**src/rtl/airi5c_dm_ctrl_pkg.sv**
```systemverilog
// Shared constants and types for the airi5c debug-module control stage.
package airi5c_dm_ctrl_pkg;

    localparam int unsigned AddrData0      = 32'h04;
    localparam int unsigned AddrDmControl  = 32'h10;
    localparam int unsigned AddrDmStatus   = 32'h11;
    localparam int unsigned AddrAbstractCs = 32'h16;
    localparam int unsigned AddrCommand    = 32'h17;
    localparam int unsigned AddrProgbuf0   = 32'h20;
    localparam int unsigned AddrProgbuf1   = 32'h21;

    localparam int unsigned DmcHaltReq   = 31;
    localparam int unsigned DmcResumeReq = 30;
    localparam int unsigned DmcNdmReset  = 1;
    localparam int unsigned DmcDmActive  = 0;

    localparam int unsigned AcsCmdErrLo  = 8;
    localparam int unsigned CmdPostExec  = 18;
    localparam int unsigned CmdTransfer  = 17;

    localparam logic [4:0] ProgBufSize = 5'd2;
    localparam logic [3:0] DataCount   = 4'd1;
    localparam logic [3:0] DmVersion   = 4'd2;

    localparam logic [1:0] DmiOpRead  = 2'd1;
    localparam logic [1:0] DmiOpWrite = 2'd2;

    localparam logic [31:0] InsnNop = 32'h0000_0013;

    typedef enum logic [2:0] {
        CmdErrNone       = 3'd0,
        CmdErrBusy       = 3'd1,
        CmdErrNotSup     = 3'd2,
        CmdErrException  = 3'd3,
        CmdErrHaltResume = 3'd4
    } cmderr_e;

    typedef enum logic [1:0] {
        StIdle,
        StExec,
        StWaitDone
    } cmd_state_e;

endpackage

```
**src/rtl/airi5c_dm_dmi_if.sv**
```systemverilog
// DMI request/response handshake: one transaction outstanding, response one
// cycle after acceptance and held until the transport takes it.
module airi5c_dm_dmi_if #(
    parameter int unsigned XLEN = 32
) (
    input  logic            clk_i,
    input  logic            rst_i,
    input  logic            req_valid_i,
    output logic            req_ready_o,
    output logic            accept_o,
    input  logic [XLEN-1:0] rdata_i,
    input  logic            rerr_i,
    output logic            resp_valid_o,
    input  logic            resp_ready_i,
    output logic [XLEN-1:0] resp_data_o,
    output logic            resp_err_o
);

    logic            resp_valid_q, resp_valid_d;
    logic [XLEN-1:0] resp_data_q, resp_data_d;
    logic            resp_err_q, resp_err_d;

    assign req_ready_o = ~resp_valid_q;
    assign accept_o    = req_valid_i & req_ready_o;

    always_comb begin
        resp_valid_d = resp_valid_q;
        resp_data_d  = resp_data_q;
        resp_err_d   = resp_err_q;
        if (accept_o) begin
            resp_valid_d = 1'b1;
            resp_data_d  = rdata_i;
            resp_err_d   = rerr_i;
        end else if (resp_valid_q && resp_ready_i) begin
            resp_valid_d = 1'b0;
            resp_data_d  = '0;
            resp_err_d   = 1'b0;
        end
    end

    always_ff @(posedge clk_i) begin
        if (rst_i) begin
            resp_valid_q <= 1'b0;
            resp_data_q  <= '0;
            resp_err_q   <= 1'b0;
        end else begin
            resp_valid_q <= resp_valid_d;
            resp_data_q  <= resp_data_d;
            resp_err_q   <= resp_err_d;
        end
    end

    assign resp_valid_o = resp_valid_q;
    assign resp_data_o  = resp_data_q;
    assign resp_err_o   = resp_err_q;

endmodule

```
**src/rtl/airi5c_dm_ctrl.sv**
```systemverilog
// Debug-module control stage: DMI register file plus the abstract-command
// sequencer that drives the debug ROM's postexec/resume handshake.
module airi5c_dm_ctrl
    import airi5c_dm_ctrl_pkg::*;
#(
    parameter int unsigned XLEN   = 32,
    parameter int unsigned DMI_AW = 7
) (
    input  logic              clk_i,
    input  logic              rst_i,
    input  logic              dmi_req_valid_i,
    output logic              dmi_req_ready_o,
    input  logic [DMI_AW-1:0] dmi_addr_i,
    input  logic [1:0]        dmi_op_i,
    input  logic [XLEN-1:0]   dmi_wdata_i,
    output logic              dmi_resp_valid_o,
    input  logic              dmi_resp_ready_i,
    output logic [XLEN-1:0]   dmi_resp_data_o,
    output logic              dmi_resp_err_o,
    input  logic              halted_i,
    input  logic              resume_ack_i,
    input  logic              exec_done_i,
    output logic              halt_req_o,
    output logic              resume_req_o,
    output logic              postexec_req_o,
    output logic [XLEN-1:0]   progbuf0_o,
    output logic [XLEN-1:0]   progbuf1_o,
    output logic              ndmreset_o
);

    logic            accept;
    logic            dmi_wr;
    logic [31:0]     addr_ext;
    logic [XLEN-1:0] rdata;
    logic [XLEN-1:0] resp_rdata;
    logic            mapped;
    logic            resp_err;
    logic            busy;

    cmd_state_e      state_q, state_d;
    logic            dmactive_q, dmactive_d;
    logic            haltreq_q, haltreq_d;
    logic            ndmreset_q, ndmreset_d;
    logic            resume_req_q, resume_req_d;
    logic [XLEN-1:0] data0_q, data0_d;
    logic [XLEN-1:0] progbuf0_q, progbuf0_d;
    logic [XLEN-1:0] progbuf1_q, progbuf1_d;
    logic [2:0]      cmderr_q, cmderr_d;

    airi5c_dm_dmi_if #(
        .XLEN(XLEN)
    ) u_dmi_if (
        .clk_i        (clk_i),
        .rst_i        (rst_i),
        .req_valid_i  (dmi_req_valid_i),
        .req_ready_o  (dmi_req_ready_o),
        .accept_o     (accept),
        .rdata_i      (resp_rdata),
        .rerr_i       (resp_err),
        .resp_valid_o (dmi_resp_valid_o),
        .resp_ready_i (dmi_resp_ready_i),
        .resp_data_o  (dmi_resp_data_o),
        .resp_err_o   (dmi_resp_err_o)
    );

    assign addr_ext = 32'(dmi_addr_i);
    assign dmi_wr   = accept && (dmi_op_i == DmiOpWrite);
    assign busy     = (state_q != StIdle);

    always_comb begin
        rdata  = '0;
        mapped = 1'b1;
        case (addr_ext)
            AddrData0:      rdata = data0_q;
            AddrDmControl:  rdata = {haltreq_q, 29'b0, ndmreset_q, dmactive_q};
            AddrDmStatus:   rdata = {14'b0, {2{resume_ack_i}}, 4'b0, {2{~halted_i}},
                                     {2{halted_i}}, 1'b1, 3'b0, DmVersion};
            AddrAbstractCs: rdata = {3'b0, ProgBufSize, 11'b0, busy, 1'b0, cmderr_q,
                                     4'b0, DataCount};
            AddrCommand:    rdata = '0;
            AddrProgbuf0:   rdata = progbuf0_q;
            AddrProgbuf1:   rdata = progbuf1_q;
            default:        mapped = 1'b0;
        endcase
    end

    assign resp_rdata = (dmi_op_i == DmiOpRead) ? rdata : '0;
    assign resp_err   = ((dmi_op_i == DmiOpRead) || (dmi_op_i == DmiOpWrite)) && !mapped;

    always_comb begin
        state_d      = state_q;
        dmactive_d   = dmactive_q;
        haltreq_d    = haltreq_q;
        ndmreset_d   = ndmreset_q;
        resume_req_d = resume_req_q;
        data0_d      = data0_q;
        progbuf0_d   = progbuf0_q;
        progbuf1_d   = progbuf1_q;
        cmderr_d     = cmderr_q;

        if (resume_req_q && resume_ack_i) begin
            resume_req_d = 1'b0;
        end

        if (dmi_wr) begin
            case (addr_ext)
                AddrDmControl: begin
                    dmactive_d = dmi_wdata_i[DmcDmActive];
                    haltreq_d  = dmi_wdata_i[DmcHaltReq];
                    ndmreset_d = dmi_wdata_i[DmcNdmReset];
                    if (dmi_wdata_i[DmcResumeReq] && !dmi_wdata_i[DmcHaltReq] && halted_i) begin
                        resume_req_d = 1'b1;
                    end
                end
                AddrData0, AddrProgbuf0, AddrProgbuf1, AddrAbstractCs, AddrCommand: begin
                    if (busy) begin
                        if (cmderr_q == CmdErrNone) cmderr_d = CmdErrBusy;
                    end else if (addr_ext == AddrData0) begin
                        data0_d = dmi_wdata_i;
                    end else if (addr_ext == AddrProgbuf0) begin
                        progbuf0_d = dmi_wdata_i;
                    end else if (addr_ext == AddrProgbuf1) begin
                        progbuf1_d = dmi_wdata_i;
                    end else if (addr_ext == AddrAbstractCs) begin
                        cmderr_d = cmderr_q & ~dmi_wdata_i[AcsCmdErrLo +: 3];
                    end else if (cmderr_q != CmdErrNone) begin
                        cmderr_d = cmderr_q;
                    end else if ((|dmi_wdata_i[31:24]) || dmi_wdata_i[CmdTransfer] ||
                                 !dmi_wdata_i[CmdPostExec]) begin
                        cmderr_d = CmdErrNotSup;
                    end else if (!halted_i) begin
                        cmderr_d = CmdErrHaltResume;
                    end else begin
                        state_d = StExec;
                    end
                end
                default: ;
            endcase
        end

        // exec_done wins over a simultaneous halted drop
        case (state_q)
            StExec: state_d = StWaitDone;
            StWaitDone: begin
                if (exec_done_i) begin
                    state_d = StIdle;
                end else if (!halted_i) begin
                    state_d  = StIdle;
                    cmderr_d = CmdErrException;
                end
            end
            default: ;
        endcase

        if (!dmactive_d) begin
            state_d      = StIdle;
            haltreq_d    = 1'b0;
            ndmreset_d   = 1'b0;
            resume_req_d = 1'b0;
            data0_d      = '0;
            progbuf0_d   = InsnNop;
            progbuf1_d   = InsnNop;
            cmderr_d     = CmdErrNone;
        end
    end

    always_ff @(posedge clk_i) begin
        if (rst_i) begin
            state_q <= StIdle;
        end else begin
            state_q <= state_d;
        end
    end

    always_ff @(posedge clk_i) begin
        if (rst_i) begin
            dmactive_q   <= 1'b0;
            haltreq_q    <= 1'b0;
            ndmreset_q   <= 1'b0;
            resume_req_q <= 1'b0;
            data0_q      <= '0;
            progbuf0_q   <= InsnNop;
            progbuf1_q   <= InsnNop;
            cmderr_q     <= CmdErrNone;
        end else begin
            dmactive_q   <= dmactive_d;
            haltreq_q    <= haltreq_d;
            ndmreset_q   <= ndmreset_d;
            resume_req_q <= resume_req_d;
            data0_q      <= data0_d;
            progbuf0_q   <= progbuf0_d;
            progbuf1_q   <= progbuf1_d;
            cmderr_q     <= cmderr_d;
        end
    end

    always_comb begin
        halt_req_o     = haltreq_q;
        resume_req_o   = resume_req_q;
        postexec_req_o = (state_q == StExec);
        ndmreset_o     = ndmreset_q;
        progbuf0_o     = progbuf0_q;
        progbuf1_o     = progbuf1_q;
    end

endmodule

```
**config.mk**
```make
export PLATFORM = sky130hd
export DESIGN_NAME = airi5c_dm_ctrl
export DESIGN_NICKNAME = d
export VERILOG_FILES = /design/src/rtl/airi5c_dm_ctrl_pkg.sv /design/src/rtl/airi5c_dm_dmi_if.sv /design/src/rtl/airi5c_dm_ctrl.sv
export SDC_FILE = /design/constraint.sdc
export NUM_CORES = 1
export LEC_CHECK = 0
export ABC_AREA = 1
export BUFFER_PORTS_ARGS = -buffer_cell sky130_fd_sc_hd__buf_2
export CAP_MARGIN = 20
export CORE_UTILIZATION = 30
export DETAILED_ROUTE_END_ITERATION = 12
export GPL_ROUTABILITY_DRIVEN = 0
export PLACE_DENSITY_LB_ADDON = 0.05
export SLEW_MARGIN = 40
export SYNTH_ARGS = -nofsm -noshare
export SYNTH_HDL_FRONTEND = slang
export SYNTH_SLANG_ARGS = --single-unit
```
**constraint.sdc**
```tcl
create_clock -name clk_i -period 1.6 [get_ports clk_i]
set_input_delay 0.08 -clock clk_i [delete_from_list [all_inputs] [get_ports clk_i]]
set_output_delay 0.08 -clock clk_i [all_outputs]
set_load 0.005 [all_outputs]
```
==> results.md <==
- Layout Area Growth over Synthesis: 44.9%
- Total power: approximately 7.5 mW
- Routed wire length: 22.8 mm
- Dpl cell area: around 7600 sq um
- Ys Warns: 0
- Top Usage Layer GRT: met2
- DR WL/cell: 16.7 microns
- GR Util met2: about a third
- Gr ovfl total: 0
- Mapped Cells: ~870
- Net Count, Synth: 920
- RSZ-0062 raised after global routing: true
- All-layer global routing usage: 21.4%
- First-pass GRT wire length: around 35 mm
- Initial drt markers: roughly 380
- Leading area contributor after synthesis: dfxtp_1
- EDFF count, synth: 0
- CTS Buf Count: 17
- FFs w/ async S/R, synth: 0%
- Largest stage delay on the critical path: 330 ps
- Combinational power share: 5.5%
- FMAX: around 650 MHz
- Outcome: finished clean
- Die Ht: roughly 150 microns
- Root Driver: clkbuf_16
- N_diodes: 0
- Filler cell count: approximately 2.1k
- Switching pwr: between 1.5 and 2 mW
- Slew margin rel.: roughly 70%
- Crit-path max FO: 6
- Worst-Margin Slew: about 450 ps
- Hpwl dp: around 15 mm
- Width of the die: around 150 microns
- PortBufs: 150
- Pin count of the biggest net entering global routing: 41
- Worst-case clock buffer depth: 2
- CTS tree: built
- Top cells by count, synth: nand2_1 (264), dfxtp_1 (139), nand3_1 (106)
- Register bit total from synthesis: roughly 140
- Cell Area, Synth: 6170 sq um
- Hold WC Path Type: in2reg
- I/O pin total: approximately 150
- Required @ worst endpoint: about 1900 ps
- Slowest-stage cell, CP: dfxtp_2
- Clock-pin slew on the worst setup and hold paths: about 60 ps
- Antenna violations before repair: 0
- Total number of vias: between 6k and 7k
- Hold slack: roughly 29 ps
- Layout Nets: between 1k and 1.5k
- Core Rows: 52
- Drt drc: 0
- Largest cells by area after synthesis: dfxtp_1 (45%), nand2_1 (16%), nand3_1 (8.6%)
- Setup_tns: 0 ps
- Clk sink count: 139
- Skew final: ~8.4 ps
- H-tree depth: 4
- Crit path buffers/inverters: 3
- Crit path cell chain: nor2_4 > nand2_4 > buf_6 > nor2_4 > nand2_4 > clkinv_8 > clkbuf_16 > nor2_1 > nor3_1
- Clock Latency Late Sink: roughly 420 ps
- WS Path Type: reg2reg
- CP Launch Type: register
- Leakage: ~3.6 nW
- Hold Violations, Final: 0
- Predominant post-synthesis flop cell: dfxtp_1
- VDD IR max: around 0.65 mV
- Die Area: around 21000 sq um
- Share of cells above drive strength 1: 31.1%
- Clock share of power: about half
- Pwr/cell area: between 800 and 900 nW/um^2
- Hold Crit Depth: 3
- Final period utilization: a little over nine tenths
- Pint: ~5.8 mW
- Setup-failing EPs final: 0
- Placed cells: roughly 1.3k
- Final ANT Viol Nets: 0
- Max Slew Vio Count: 0
- DR pass1 iterations: 4
- Distinct cell type count after synthesis: 25
- Core box area: a little over 20000 sq um
- Number of cells on the critical path: 9
- Max-cap viol count: 0
- Sw Ratio: a little under a quarter
- Met3 Track Usage GR: 4.23%
- Vias in the first global route: slightly above 6k
- Final Non-Filler Cells: 1367
- Met1 GRT Util: 29.1%
- Crit path arrival time: 1880 ps
- Seq pwr share: a little under half
- Post-synthesis sequential area ratio: 45.1%
- R2R depth: 9
- Initial Util: just over 30%
- Top-area cell type share of the netlist area: 45.1%
- Worst setup EP type: register
- Drt via density: roughly 4.7
- Most frequent cell after synthesis: nand2_1
- Syn_area_per_cell: around 7.1 sq um
- Design area: just under 9000 sq um
- CP delay by family, top: simple AND/OR/NAND/NOR gates
- Tmin final: around 1500 ps
==> worst register-to-register path, stage by stage (launching register included) <==
cell	delay, ps
dfxtp_2	330
nor2_4	110
nand2_4	80
buf_6	130
nor2_4	200
nand2_4	130
clkinv_8	110
clkbuf_16	170
nor2_1	40
nor3_1	160
==> state kept, by name, indices dropped and copies added (netlist names) <==
signal / flops
progbuf1_o: 32
dmactive_q: 1
resume_req_o: 1
ndmreset_o: 1
state_q: 2
cmderr_q: 3
u_dmi_if.resp_valid_o: 1
data0_q: 32
u_dmi_if.resp_data_o: 32
progbuf0_o: 32
u_dmi_if.resp_err_o: 1
halt_req_o: 1
==> power groups by stage <==
stage / Combinational [mW] / Sequential, mW / Clock (mW)
finish: 0.418 / 3.47 / 3.66
global route: 0.455 / 3.47 / 3.90
CTS: 0.404 / 3.47 / 3.75
detailed placement: 0.332 / 3.54 / 0
global placement: 0.333 / 3.54 / 0
floorplan: 0.125 / 3.55 / 0
==> repair_timing <==
action | 4_1_cts | 5_1_grt
pin swaps | 1 | 22
endpoints found under the hold margin | 97 | 0
gates cloned | 1 | 5
buffers inserted | 2 | 4
endpoints found under the setup margin | 22 | 99
hold buffers | 35 | 0
gates resized for setup | 3 | 64
==> layout by cell type (no fill, tap or decap), types with 2 or more instances in the layout <==
master / count
a211oi_1: 4
a211oi_2: 3
a21oi_1: 73
a21oi_2: 33
buf_12: 16
buf_2: 150
buf_4: 39
buf_6: 5
clkbuf_1: 3
clkbuf_16: 22
clkinv_2: 6
clkinv_4: 3
clkinvlp_4: 2
dfxtp_1: 136
dfxtp_2: 3
dlygate4sd3_1: 35
ha_1: 4
inv_1: 32
inv_2: 7
nand2_1: 259
nand2_2: 5
nand2_4: 3
nand3_1: 104
nand3_2: 2
nand4_1: 5
nor2_1: 69
nor2_2: 14
nor2_4: 8
nor3_1: 15
nor3_2: 14
o21ai_0: 10
o21ai_1: 3
==> layer usage <==
metal	vias to the layer above	wire [microns]
li1	3271	-
met1	3024	11100
met2	150	10300
met3	23	1010
met4	0	427
met5	-	0
==> per-stage QoR <==
step	utilization [%]	setup WS, ps
detailed placement	37.6	-72.8
floorplan	-	122
CTS	42.3	-42.9
global placement	37.6	16.2
global route	44.3	-27.4
finish	44.3	63.4
==> final timing paths <==
path                                                end                     from  slack, ps
worst max-delay path                     progbuf0_o[20]    u_dmi_if.resp_valid_o         60
worst min-delay path                       resume_req_o                 halted_i         30
worst max register to register           progbuf0_o[20]    u_dmi_if.resp_valid_o         60
worst min register to register  u_dmi_if.resp_data_o[2]  u_dmi_if.resp_data_o[2]        460
==> cells by family after synthesis <==
| logic type | Yosys count | synth area share [%] |
|---|---|---|
| simple gates | 499 | 34.2 |
| fa+ha+maj | 5 | 1.01 |
| compound gates | 129 | 12.7 |
| flops | 139 | 45.1 |
| buf+inv | 95 | 6.94 |
==> cell type report <==
| class | count | area [sq um] | share of cell area, % |
|---|---|---|---|
| sequential | 139 | 2790 | 31.2 |
| inverter | 41 | 166 | 1.86 |
| clock inverter | 12 | 101 | 1.13 |
| timing repair buffer | 252 | 1940 | 21.7 |
| multi-input combinational | 633 | 3170 | 35.4 |
| tap | 270 | 338 | 3.78 |
| clock buffer | 20 | 437 | 4.89 |
No activity file was read; power rests on OpenSTA's default activity.
